[src/rtl/seq_pkg.sv]
// Shared encodings for the SSM instruction sequencer: FSM states, opcodes
// and error codes.
package seq_pkg;

  typedef enum logic [2:0] {
    IDLE     = 3'd0,
    FETCH    = 3'd1,
    DECODE   = 3'd2,
    DISPATCH = 3'd3,
    WAIT     = 3'd4,
    HALT     = 3'd5,
    ERROR    = 3'd6
  } state_t;

  localparam logic [3:0] OP_MOV   = 4'h0;
  localparam logic [3:0] OP_ADD   = 4'h1;
  localparam logic [3:0] OP_SUB   = 4'h2;
  localparam logic [3:0] OP_LOAD  = 4'h3;
  localparam logic [3:0] OP_STORE = 4'h4;
  localparam logic [3:0] OP_HALT  = 4'hF;

  typedef enum logic [1:0] {
    ERR_NONE    = 2'b00,
    ERR_ILLEGAL = 2'b01,
    ERR_TIMEOUT = 2'b10
  } err_t;

endpackage

[src/rtl/watchdog_timer.sv]
// Counts enabled cycles since the last clear; expired flags the TIMEOUT-th
// enabled cycle so the owner can abort in that same cycle.
module watchdog_timer #(
  parameter int unsigned TIMEOUT = 15
) (
  input  logic clk,
  input  logic reset,
  input  logic clear,
  input  logic enable,
  output logic expired
);

  localparam int unsigned TW = $clog2(TIMEOUT + 1);

  logic [TW-1:0] count;

  always_ff @(posedge clk or posedge reset) begin
    if (reset) begin
      count <= '0;
    end else if (clear) begin
      count <= '0;
    end else if (enable && !expired) begin
      count <= count + TW'(1);
    end
  end

  // count holds the number of already-completed enabled cycles, so the
  // current cycle is the TIMEOUT-th one when count reaches TIMEOUT-1.
  assign expired = enable && (count == TW'(TIMEOUT - 1));

endmodule

[src/rtl/instr_sequencer.sv]
// Top-level SSM instruction sequencer: fetch, decode, dispatch a start pulse
// to one micro-FSM, wait for its done, with a watchdog on the wait.
module instr_sequencer
  import seq_pkg::*;
#(
  parameter int unsigned    IW      = 16,
  parameter int unsigned    OPW     = 4,
  parameter int unsigned    NUM_OPS = 8,
  parameter logic [OPW-1:0] HALT_OP = OPW'(OP_HALT),
  parameter int unsigned    TIMEOUT = 15,
  parameter int unsigned    CW      = 16
) (
  input  logic               clk,
  input  logic               reset,
  input  logic               run,
  input  logic [IW-1:0]      instr,
  input  logic               mem_ready,
  input  logic [NUM_OPS-1:0] op_done,
  output logic               mem_rd,
  output logic               ir_load,
  output logic [NUM_OPS-1:0] op_start,
  output logic               busy,
  output logic               halted,
  output logic               error,
  output logic [1:0]         err_code,
  output logic [CW-1:0]      instr_count
);

  state_t             state;
  state_t             state_next;
  logic [OPW-1:0]     opcode;
  logic [NUM_OPS-1:0] op_sel;
  logic               op_legal;
  logic               done_sel;
  logic               wd_expired;
  logic               unused_instr_bits;

  assign unused_instr_bits = ^instr[IW-OPW-1:0];

  // op_sel is the start vector for the latched opcode; it is all-zero for
  // any opcode outside the micro-FSM range, which doubles as the legality test.
  always_comb begin
    op_sel = '0;
    for (int unsigned i = 0; i < NUM_OPS; i++) begin
      op_sel[i] = (opcode == OPW'(i));
    end
  end

  assign op_legal = |op_sel;
  assign done_sel = |(op_done & op_sel);

  watchdog_timer #(
    .TIMEOUT(TIMEOUT)
  ) u_watchdog (
    .clk    (clk),
    .reset  (reset),
    .clear  (state == DISPATCH),
    .enable (state == WAIT),
    .expired(wd_expired)
  );

  always_comb begin
    state_next = state;
    case (state)
      IDLE:     if (run) state_next = FETCH;
      FETCH:    if (mem_ready) state_next = DECODE;
      DECODE: begin
        if (op_legal)                state_next = DISPATCH;
        else if (opcode == HALT_OP)  state_next = HALT;
        else                         state_next = ERROR;
      end
      DISPATCH: state_next = WAIT;
      WAIT: begin
        if (done_sel)        state_next = run ? FETCH : IDLE;
        else if (wd_expired) state_next = ERROR;
      end
      HALT:     if (!run) state_next = IDLE;
      ERROR:    state_next = ERROR;
      default:  state_next = IDLE;
    endcase
  end

  // Outputs are registered from state_next so each one lines up exactly
  // with the state it decodes.
  always_ff @(posedge clk or posedge reset) begin
    if (reset) begin
      state       <= IDLE;
      opcode      <= '0;
      instr_count <= '0;
      mem_rd      <= 1'b0;
      ir_load     <= 1'b0;
      op_start    <= '0;
      busy        <= 1'b0;
      halted      <= 1'b0;
      error       <= 1'b0;
      err_code    <= ERR_NONE;
    end else begin
      state <= state_next;

      if (state == FETCH && mem_ready) begin
        opcode <= instr[IW-1 -: OPW];
      end

      if (state == WAIT && done_sel) begin
        instr_count <= instr_count + CW'(1);
      end

      if (state == DECODE && state_next == ERROR) begin
        err_code <= ERR_ILLEGAL;
      end else if (state == WAIT && state_next == ERROR) begin
        err_code <= ERR_TIMEOUT;
      end

      mem_rd   <= (state_next == FETCH);
      ir_load  <= (state_next == DECODE);
      op_start <= (state_next == DISPATCH) ? op_sel : '0;
      busy     <= (state_next != IDLE) && (state_next != HALT) && (state_next != ERROR);
      halted   <= (state_next == HALT);
      error    <= (state_next == ERROR);
    end
  end

endmodule

[config.mk]
export PLATFORM = sky130hd
export DESIGN_NAME = instr_sequencer
export DESIGN_NICKNAME = d
export VERILOG_FILES = /design/src/rtl/seq_pkg.sv /design/src/rtl/watchdog_timer.sv /design/src/rtl/instr_sequencer.sv
export SDC_FILE = /design/constraint.sdc
export NUM_CORES = 1
export LEC_CHECK = 0
export CORE_MARGIN = 8
export CORE_UTILIZATION = 35
export DETAILED_ROUTE_END_ITERATION = 8
export GPL_TIMING_DRIVEN = 0
export PLACE_DENSITY = 0.72
export SYNTH_ARGS = -nofsm -noshare
export SYNTH_HDL_FRONTEND = slang
export SYNTH_SLANG_ARGS = --single-unit
[constraint.sdc]
create_clock -name clk -period 2.44 [get_ports clk]
set_input_delay 0.366 -clock clk [delete_from_list [all_inputs] [get_ports clk]]
set_output_delay 0.366 -clock clk [all_outputs]
set_load 0.05 [all_outputs]
==> flow_summary.yaml, run 1 <==
finish:
  layout-drive-gt1-share_pct: 16.3
  layout_common_cells: "46 x clkdlybuf4s50_1, 42 x dfrtp_1, 15 x nand2_1"
  finalNetCount: 251
  flow.area_growth_from_synthesis_pct: 31.8
  diodes: 0
  most_common_cell_after_layout_fill_and_taps_aside: "clkdlybuf4s50_1"
yosys:
  unique_cell_type_count_in_the_yosys_netlist: 47
  netlist_area_mm2: 0.00202
  synthesis.yosys.warnings: 0
  synth_async_sr_flop_share_pct: 100
  syn-instance-count: 167
  syn-mean-instance-area_um2: 12.1
  ys.flop_type: "dfrtp_1"
  synth.net_count: 198
  synth-edff-count: 0
  ys_ff_latch: 42
  ys_seq_area_share_pct: 52.1
route:
  drtAntennaViolNets: 0
  route.vias.total: 1366
  post_drt_wl_per_cell_um: 13.9
  totalWireLength_mm: 4.07
  drc: 0
  detail_route.iter0.violations: 36
  vias_per_cell: 4.66
  drt_pre_antenna_iters: 4
floorplanning:
  fp.coreArea_mm2: 0.00554
  ios: 59
  die_w_um: 91.9
  rows: 27
  die_height_um: 91.9
  effective_utilization_at_floorplan_pct: 36.4
  die_area_mm2: 0.00845
flow_run:
  maxCapViolCount: 0
cts:
  clockRootBuffer: "clkbuf_8"
  cts.repair.resized: 0
  cts_tree: "built"
  holdBufCountCts: 0
  clock_latency_ns: 0.29
  cts-htree-levels: 2
  clk_pin_slew_worst_paths_ns: 0.08
  cts_post_setup_buffers_inserted: 0
  cts-buffers-inserted: 5
  clock_path_buffers: 2
  clock-sinks: 42
power:
  vdd_ir_drop_max_uv: 587
  cellInternalPower_w: 0.00164
  p_sw_share_pct: 39.8
  seqPwrFrac_pct: 35.1
  netSwitchingPower_w: 0.00108
  comb_power_share_pct: 48.0
  power.leakage_nw: 1.15
  pwr_density_cell_mw_per_mm2: 1020
  power.share.clock_pct: 16.8
sta:
  hold_viol_final: 0
  post_route_worst_hold_slack_ns: 0.476
  clock_skew_ns: 0.00617
  post-route-period-util_pct: 89.7
  slew_viol_final: 0
  slew-limit-headroom_pct: 43.1
  grt_setup_unrepaired: "false"
  worst-slew-pin-transition_ns: 0.852
  fin_ws_ns: 0.251
  finalSetupViolCount: 0
  final_period_minus_worst_setup_slack_ns: 2.19
  setup-tns-final_ns: 0
  fmax_mhz: 457
worst_setup_path:
  critical_path.endpoint_type: "flop"
  crit_arrival_ns: 2.39
  worst-endpoint-required_ns: 2.64
  crit_path_max_fanout: 10
  critical_path_class: "reg -> reg"
  setup.worst_path.start_class: "flop"
global_routing:
  global_route.overflow_total: 0
  grt_pass1_wl_mm: 6.82
  grt_max_degree: 43
  number_of_antenna_violations_at_the_first_check_in_global_routing: 0
  number_of_global_route_vias_before_repair: 1393
  aggregate_global_route_resource_usage_pct: 10.2
placement:
  globalplace.congestion: 0.747
  port_buffers: 46
  post_place_setup_slack_ns: 0.129
  detailed_place_hpwl_mm: 3.02
run_status:
  result_of_the_run: "finished clean"
min_path:
  hold_class: "reg -> reg"
[final timing paths]
| path | start | cells after the start | endpoint | slack, ns |
|---|---|---|---|---|
| max in group asynchronous | reset | 2 | instr_count[11] | 1.35 |
| setup / recovery | opcode[3] | 7 | op_start[1] | 0.25 |
| min in group asynchronous | reset | 2 | instr_count[10] | 0.56 |
| hold / removal | instr_count[15] | 1 | instr_count[15] | 0.48 |
| setup reg to reg | opcode[3] | 7 | op_start[1] | 0.25 |
| hold reg to reg | instr_count[15] | 1 | instr_count[15] | 0.48 |
[layer usage]
metal	vias up	GRT usage, %	wire (um)	part of all wire, %
met5	-	0	0	0
met4	0	4.83	81	2.0
met3	5	3.99	239	5.9
met2	25	16.3	1990	49
met1	658	11.9	1760	43
li1	678	-	-	-
[cell families (layout without fill, tap and decap cells)]
logic type	count (synthesis)	in the layout	share of synthesized area (%)
compound gates	13	13	6.26
flops	42	42	52.1
fa+ha+maj	3	3	1.86
simple gates	66	66	20.3
mux	9	9	4.77
buf+inv	15	69	6.08
xor+xnor	19	19	8.62
[power by group through the flow]
stage / clock network, W / registers (W) / logic, W
after global routing: 0.000497 / 0.000981 / 0.00143
after detailed placement: 0 / 0.000971 / 0.00132
after global placement: 0 / 0.000969 / 0.00130
final: 0.000459 / 0.000958 / 0.00131
after floorplan: 0 / 0.00116 / 0.000825
after CTS: 0.000474 / 0.000961 / 0.00133
[area by class of cell]
| type | instances | area [um^2] |
|---|---|---|
| fillers | 512 | 2880 |
| flip-flops and latches | 42 | 1050 |
| multi-input cells | 110 | 845 |
| repair buffers | 46 | 460 |
| plain buffers | 10 | 104 |
| well taps | 72 | 90.1 |
| clock buffers | 7 | 86.3 |
| inverters | 5 | 18.8 |
| clock inverters | 1 | 5.00 |
[cells in the mapped netlist (all sizes together) (2+ instances only)]
cell type | n | share of area [%]
buf | 8 | 4.3
dfrtp | 42 | 52
and3 | 5 | 1.5
o221ai | 2 | 1.7
o21ai | 4 | 0.99
xnor2 | 14 | 6.1
xor2 | 5 | 2.5
mux2 | 5 | 2.8
inv | 5 | 0.93
nand3 | 9 | 2.9
and4 | 2 | 0.87
nor2 | 6 | 1.1
o21a | 2 | 0.81
nand2 | 15 | 2.8
nor3b | 3 | 1.4
nor3 | 6 | 1.5
nand4 | 4 | 1.2
nor4 | 4 | 2.5
nand3b | 2 | 0.74
mux2i | 4 | 2.0
clkbuf | 2 | 0.87
nor2b | 2 | 0.62
or3 | 2 | 0.87
ha | 3 | 1.9
[per-stage QoR]
step | util [%] | std cells | total power [W] | area (um^2)
floorplan | - | 167 | 0.00199 | 2020
global placement | 46.4 | 285 | 0.00226 | 2570
detailed placement | 46.4 | 285 | 0.00229 | 2570
CTS | 48.0 | 293 | 0.00276 | 2660
global route | 48.0 | 293 | 0.00291 | 2660
finish | 48.0 | 293 | 0.00273 | 2660
[registers in the layout, summed over array words and instances (netlist names), 2 cells and up]
name / flops
instr_count: 16
err_code: 2
opcode: 4
state: 3
u_watchdog.count: 4
op_start: 8
[critical path, stage by stage, from the launching register on]
cell and delay, ns:
dfrtp_1 0.40, buf_6 0.15, or3_4 0.39, o32ai_2 0.20, o21ai_1 0.18, o221ai_4 0.35, nand3_4 0.19, nor4_2 0.25
No activity file was read; power rests on OpenSTA's default activity.
==> inputs of run 2 (changes only) <==
SKIP_CTS_REPAIR_TIMING = 1   (was unset)
==> results of run 2 <==
The final DEF is identical to that of run 1; final timing and power are the same.
